### src/rtl/mb_rtu_frame_rx_pkg.sv
// Shared Modbus RTU definitions: receiver states, CRC16 constants, error-bit layout.
// Intended to be reused by the future frame transmitter.
package mb_rtu_frame_rx_pkg;

    typedef enum logic [1:0] {
        ST_INIT  = 2'd0,
        ST_READY = 2'd1,
        ST_RECV  = 2'd2,
        ST_HOLD  = 2'd3
    } rx_state_e;

    localparam logic [15:0] CRC_POLY = 16'hA001;
    localparam logic [15:0] CRC_INIT = 16'hFFFF;

    // frame_err = {ovf, gap, short, crc}
    localparam int unsigned ERR_CRC   = 0;
    localparam int unsigned ERR_SHORT = 1;
    localparam int unsigned ERR_GAP   = 2;
    localparam int unsigned ERR_OVF   = 3;

    localparam logic [7:0]  MB_BCAST_ADDR = 8'h00;
    localparam int unsigned MIN_FRAME_LEN = 4;

endpackage

### src/rtl/mb_crc16_byte.sv
// One-byte step of the Modbus CRC16 (reflected, poly 0xA001), purely combinational.
module mb_crc16_byte
    import mb_rtu_frame_rx_pkg::*;
(
    input  logic [15:0] crc_i,
    input  logic [7:0]  data_i,
    output logic [15:0] crc_c_o
);

    logic [15:0] crc_w;

    always_comb begin
        crc_w = crc_i ^ {8'h00, data_i};
        for (int i = 0; i < 8; i++) begin
            crc_w = crc_w[0] ? ((crc_w >> 1) ^ CRC_POLY) : (crc_w >> 1);
        end
        crc_c_o = crc_w;
    end

endmodule

### src/rtl/mb_rtu_frame_rx.sv
// Modbus RTU frame receiver: silence-delimited framing, on-the-fly CRC16 check,
// address filtering and a held frame buffer read by the command decoder.
module mb_rtu_frame_rx
    import mb_rtu_frame_rx_pkg::*;
#(
    parameter logic [7:0]  SLAVE_ADDR = 8'h01,
    parameter int unsigned MAX_LEN    = 256,
    parameter int unsigned T15_CYCLES = 85938,
    parameter int unsigned T35_CYCLES = 200521,
    localparam int unsigned AW        = $clog2(MAX_LEN)
) (
    input  logic          clk,
    input  logic          rst,
    input  logic [7:0]    rx_data,
    input  logic          rx_valid,
    output logic          frame_rdy,
    output logic          frame_done,
    output logic [AW:0]   frame_len,
    output logic [3:0]    frame_err,
    output logic          frame_bcast,
    input  logic [AW-1:0] rd_addr,
    output logic [7:0]    rd_data,
    input  logic          frame_ack,
    output logic          rx_drop
);

    localparam int unsigned TW = $clog2(T35_CYCLES + 1);
    localparam int unsigned LW = AW + 1;
    localparam logic [TW-1:0] T15     = TW'(T15_CYCLES);
    localparam logic [TW-1:0] T35     = TW'(T35_CYCLES);
    localparam logic [LW-1:0] LEN_MAX = LW'(MAX_LEN);
    localparam logic [LW-1:0] LEN_MIN = LW'(MIN_FRAME_LEN);

    rx_state_e     state_q;
    logic [TW-1:0] timer_q;
    logic [15:0]   crc_q;
    logic [LW-1:0] len_q;
    logic [7:0]    addr_q;
    logic          ovf_q;
    logic          gap_q;

    logic          frame_rdy_q;
    logic          frame_done_q;
    logic [LW-1:0] frame_len_q;
    logic [3:0]    frame_err_q;
    logic          frame_bcast_q;
    logic [7:0]    rd_data_q;
    logic          rx_drop_q;

    logic [7:0]    mem_q [MAX_LEN];

    logic          timer_end_c;
    logic [15:0]   crc_in_c;
    logic [15:0]   crc_upd_c;
    logic          wr_en_c;
    logic [AW-1:0] wr_addr_c;

    // Bus idle timer: counts silent cycles since the last byte, saturating at 3.5 chars
    always_ff @(posedge clk or posedge rst) begin
        if (rst) begin
            timer_q <= '0;
        end else if (rx_valid) begin
            timer_q <= '0;
        end else if (timer_q != T35) begin
            timer_q <= timer_q + TW'(1);
        end
    end

    assign timer_end_c = (timer_q == T35);
    assign crc_in_c    = (state_q == ST_READY) ? CRC_INIT : crc_q;
    assign wr_addr_c   = (state_q == ST_READY) ? '0 : len_q[AW-1:0];
    assign wr_en_c     = rx_valid &&
                         ((state_q == ST_READY) ||
                          ((state_q == ST_RECV) && !timer_end_c && (len_q != LEN_MAX)));

    mb_crc16_byte u_crc (
        .crc_i   (crc_in_c),
        .data_i  (rx_data),
        .crc_c_o (crc_upd_c)
    );

    always_ff @(posedge clk) begin
        if (wr_en_c) begin
            mem_q[wr_addr_c] <= rx_data;
        end
    end

    always_ff @(posedge clk or posedge rst) begin
        if (rst) begin
            state_q       <= ST_INIT;
            crc_q         <= CRC_INIT;
            len_q         <= '0;
            addr_q        <= '0;
            ovf_q         <= 1'b0;
            gap_q         <= 1'b0;
            frame_rdy_q   <= 1'b0;
            frame_done_q  <= 1'b0;
            frame_len_q   <= '0;
            frame_err_q   <= '0;
            frame_bcast_q <= 1'b0;
            rd_data_q     <= '0;
            rx_drop_q     <= 1'b0;
        end else begin
            frame_done_q <= 1'b0;
            rx_drop_q    <= 1'b0;
            rd_data_q    <= mem_q[rd_addr];
            unique case (state_q)
                ST_INIT: begin
                    if (timer_end_c) begin
                        state_q <= ST_READY;
                    end
                end
                ST_READY: begin
                    if (rx_valid) begin
                        crc_q   <= crc_upd_c;
                        len_q   <= LW'(1);
                        addr_q  <= rx_data;
                        ovf_q   <= 1'b0;
                        gap_q   <= 1'b0;
                        state_q <= ST_RECV;
                    end
                end
                ST_RECV: begin
                    if (timer_end_c) begin
                        // Foreign addresses are dropped without any indication
                        if ((addr_q != SLAVE_ADDR) && (addr_q != MB_BCAST_ADDR)) begin
                            state_q <= ST_READY;
                        end else begin
                            state_q                <= ST_HOLD;
                            frame_done_q           <= 1'b1;
                            frame_rdy_q            <= 1'b1;
                            frame_len_q            <= len_q;
                            frame_err_q[ERR_OVF]   <= ovf_q;
                            frame_err_q[ERR_GAP]   <= gap_q;
                            frame_err_q[ERR_SHORT] <= (len_q < LEN_MIN);
                            frame_err_q[ERR_CRC]   <= (crc_q != 16'h0000);
                            frame_bcast_q          <= (addr_q == MB_BCAST_ADDR);
                        end
                    end else if (rx_valid) begin
                        if (timer_q >= T15) begin
                            gap_q <= 1'b1;
                        end
                        if (len_q == LEN_MAX) begin
                            ovf_q <= 1'b1;
                        end else begin
                            crc_q <= crc_upd_c;
                            len_q <= len_q + LW'(1);
                        end
                    end
                end
                ST_HOLD: begin
                    if (rx_valid) begin
                        rx_drop_q <= 1'b1;
                    end
                    // Release straight to READY only if the bus is already known silent
                    if (frame_ack) begin
                        frame_rdy_q <= 1'b0;
                        state_q     <= (timer_end_c && !rx_valid) ? ST_READY : ST_INIT;
                    end
                end
                default: state_q <= ST_INIT;
            endcase
        end
    end

    assign frame_rdy   = frame_rdy_q;
    assign frame_done  = frame_done_q;
    assign frame_len   = frame_len_q;
    assign frame_err   = frame_err_q;
    assign frame_bcast = frame_bcast_q;
    assign rd_data     = rd_data_q;
    assign rx_drop     = rx_drop_q;

endmodule

### config.mk
export PLATFORM = sky130hd
export DESIGN_NAME = mb_rtu_frame_rx
export DESIGN_NICKNAME = d
export VERILOG_FILES = /design/src/rtl/mb_rtu_frame_rx_pkg.sv /design/src/rtl/mb_crc16_byte.sv /design/src/rtl/mb_rtu_frame_rx.sv
export SDC_FILE = /design/constraint.sdc
export NUM_CORES = 2
export LEC_CHECK = 0
export ABC_AREA = 1
export CORE_ASPECT_RATIO = 1.5
export CORE_MARGIN = 1
export CORE_UTILIZATION = 64
export CTS_BUF_LIST = sky130_fd_sc_hd__clkbuf_8
export DETAILED_ROUTE_END_ITERATION = 6
export PLACE_DENSITY = 0.8
export SLEW_MARGIN = 0
export SYNTH_ARGS = -nofsm -noshare
export SYNTH_HDL_FRONTEND = slang
export SYNTH_SLANG_ARGS = --single-unit
export TNS_END_PERCENT = 1
### constraint.sdc
create_clock -name clk -period 3.9 [get_ports clk]
set_input_delay 0.39 -clock clk [delete_from_list [all_inputs] [get_ports clk]]
set_output_delay 0.39 -clock clk [all_outputs]
set_load 0.02 [all_outputs]
==> results.md <==
* Levels on crit path at 11
* Worst Path Required at 4580 ps
* Synth warnings at 0
* Final cycle utilization of the critical path at 87.3%
* PwrDens at 477 nW/µm²
* Post-synthesis sequential area ratio at 73.1%
* Overflow after GRT at 0
* Worst Tran Pin Value at 1200 ps
* Worst slack at placement at 510 ps
* Clock buffer depth at 4
* Hold path endpoint: timer_q[16]$_DFFE_PP0P_
* Number of failing hold endpoints at the final stage at 0
* CP Capture Type: flop
* Die footprint at 137000 µm²
* Minimum clock period at 3410 ps
* Worst slew margin at 20.0%
* Clk slew on worst S/H paths at 70 ps
* Die width at 303 µm
* Global-route wire length before repair at 348000 µm
* Crit-path max FO at 14
* Rows at 165
* Drt total wl at 234000 µm
* TritonRoute pass-1 iters at 7
* Setup TNS at 0 ps
* Area of the core at 135000 µm²
* Design area at 95300 µm²
* Synthesis-to-layout area growth at 9.66%
* Vias per inst at 6.36
* Worst Slack Setup Final at 494 ps
* Initial Utilization at 64.4%
* Max Freq at 0.294 GHz
* Initial DRC count at 8705
* Launch point of the worst reg-to-reg path: len_q[1]$_DFFE_PP0P_
* GP Congestion at 0.930
* Setup violation total in the final timing report at 0
* Mapped Cells at 7448
* Largest net degree at the start of global routing at 236
* Synth area leader: edfxtp_1
* Mapped Avg Cell Area at 11.7 µm²
* Via count at 60400
* Failing checks: design-rule violations
* Pins Over Slew Limit at 0
* Die Ht at 453 µm
* Final ANT Viol Nets at 0
* Post-DP HPWL at 138000 µm
* Vias in the first global route at 59300
* Netlist Area Pre-Place at 86900 µm²
* CTS tree: built
* Post-synth cell types at 39
* DR DRC count at 2
* Buf/Inv on CP at 4
* Setup CP Type: flop to flop
* PortBufs at 44
* GRT Util Overall at 34.4%
* Max_cap viols at 0
* Crit-path leading delay family: simple AND/OR/NAND/NOR gates
* Worst reg-to-reg path cell count at 11
* Worst-Skew Late Latency at 1000 ps
* IR Drop Worst-Case VDD at 464 µV
* Status: complete, but fails checks
* Routed WL per cell at 24.6 µm
* Sink Count at 2128
* Crit path DAT at 4080 ps
* Cells taking the most area after synthesis: edfxtp_1 71%, nand3_1 12%, nand2_1 9.6%
* Minimum setup slack among reg-to-reg paths at 490 ps
* WHS Path Cells at 3
* Critical-path cell list: inv_1, ha_1, nand4_1, nand4_2, nand2_4, inv_2, nor2_8, nand2_4, buf_4, nor2_1, buf_4
* Hold Path Origin: rx_valid
* Crit path launch type: flop
* Crit path largest cell delay at 490 ps
* RSZ-0062 raised after global routing: no
* CTS resizes at 0
* Clock skew at 66.1 ps
* Type of the tightest min-delay check: primary input to flop
* Clock buffer count from CTS at 302
* Finished Core Util at 70.7%
* Synth Net Count at 7473
* H-tree depth at 5
* FF-to-FF End: mem_q[232][5]$_DFFE_PP_
* Leakage at 34.2 nW
* Worst path slowest cell: dfrtp_1
* Placed cell area at 89800 µm²
* #FFs+latches synth at 2128
* Layout cells sized above 1 at 8.50%
* IO Count at 45
* Layout net count at 7568
* Antenna violations before repair at 8
* Synth top area share at 70.8%
* Clk root buf: clkbuf_8
## metrics by stage
stage / std cells / hold slack [ps] / power [mW]
floorplan: 7448 / 440 / 28.2
global route: 9499 / 238 / 46.7
CTS: 9497 / 167 / 45.4
detailed placement: 8982 / 477 / 29.8
global placement: 8982 / 463 / 29.7
finish: 9501 / 238 / 45.5
## kinds of logic after synthesis
kind of cell | count (synthesis) | synth area share, %
AO/OA/AOI/OAI | 88 | 0.529
XOR/XNOR | 15 | 0.151
adder cells (fa/ha/maj) | 5 | 0.0720
buffers and inverters | 570 | 2.80
flip-flops | 2128 | 73.1
multiplexers | 1 | 0.0115
AND/OR/NAND/NOR | 4641 | 23.3
## repair_timing
| action | CTS | global route |
|---|---|---|
| endpoints found under the hold margin | 519 | 0 |
| setup buffers | 0 | 0 |
| endpoints found under the setup margin | 0 | 0 |
| hold buffers | 10 | 0 |
## cell usage in the layout, fill, tap and decap left out, drive strengths merged
cell              n
a21o              1
a21oi            14
a31oi             4
and3              1
buf             248
bufinv           10
clkbuf          309
clkdlybuf4s50    31
clkinv           91
clkinvlp          3
dfrtp            64
dfstp            16
diode             4
dlygate4sd3      10
edfxtp         2048
ha                5
inv             164
mux2i             1
nand2          2241
nand3          2049
nand4            18
nor2            312
nor2b             1
nor3             11
nor4              7
o211ai            1
o21a              1
o21ai            64
o22ai             1
o31ai             2
or2               1
xnor2             2
xor2             13
## final cells by class
cell class,instances,area (µm²)
fill,8568,39500
clock buffer,309,4250
inverter,72,299
antenna,4,10.0
sequential,2128,63500
timing repair buffer,289,3000
clock inverter,196,1060
tap,1753,2190
multi-input combinational,4750,20900
## power breakdown
group          switching (mW)  leakage (nW)  internal, mW  total (mW)
Combinational            2.98          11.7          1.03        4.00
Sequential              0.143          19.4          25.3        25.4
Clock                    8.01          3.06          7.99        16.0
## routing by layer
metal	track usage, %	vias up	routed length (µm)	part of all wire (%)
li1	-	26500	-	-
met2	55.8	4300	113000	48
met3	6.96	928	26200	11
met4	23.8	4	17600	7.5
met5	0	-	27	0.012
met1	41.5	28600	76900	33
## flip-flops by register name, indices dropped and copies added (netlist names), 4 cells and up
name / count
frame_len: 9
mem_q: 2048
frame_err: 4
addr_q: 8
crc_q: 16
rd_data: 8
len_q: 9
timer_q: 18
## cells in the mapped netlist (all sizes together)
master  number
a31oi        4
dfrtp       64
mux2i        1
o21a         1
a21oi       14
nor2b        1
and3         1
ha           5
nand3     2049
a21o         1
o211ai       1
xor2        13
edfxtp    2048
o22ai        1
buf        257
nand2     2241
inv         72
nor4         7
nor2       312
clkbuf     241
nand4       18
or2          1
nor3        11
o31ai        2
dfstp       16
xnor2        2
o21ai       64
## worst reg2reg max path, stage by stage, from the launching register on
cell,delay (ps)
dfrtp_1,490
inv_1,170
ha_1,220
nand4_1,130
nand4_2,160
nand2_4,110
inv_2,150
nor2_8,210
nand2_4,370
buf_4,340
nor2_1,450
buf_4,290
## how the worst max path moves through the flow
stage	start	to	slack, ps
after floorplan	timer_q[1]$_DFFE_PP0P_	mem_q[161][0]$_DFFE_PP_	1450
after global placement	rx_valid	mem_q[232][7]$_DFFE_PP_	550
after detailed placement	rx_valid	mem_q[232][7]$_DFFE_PP_	510
after CTS	timer_q[1]$_DFFE_PP0P_	mem_q[232][1]$_DFFE_PP_	560
after global routing	len_q[1]$_DFFE_PP0P_	mem_q[232][4]$_DFFE_PP_	410
final	len_q[1]$_DFFE_PP0P_	mem_q[232][5]$_DFFE_PP_	490
No activity file was read; power rests on OpenSTA's default activity.
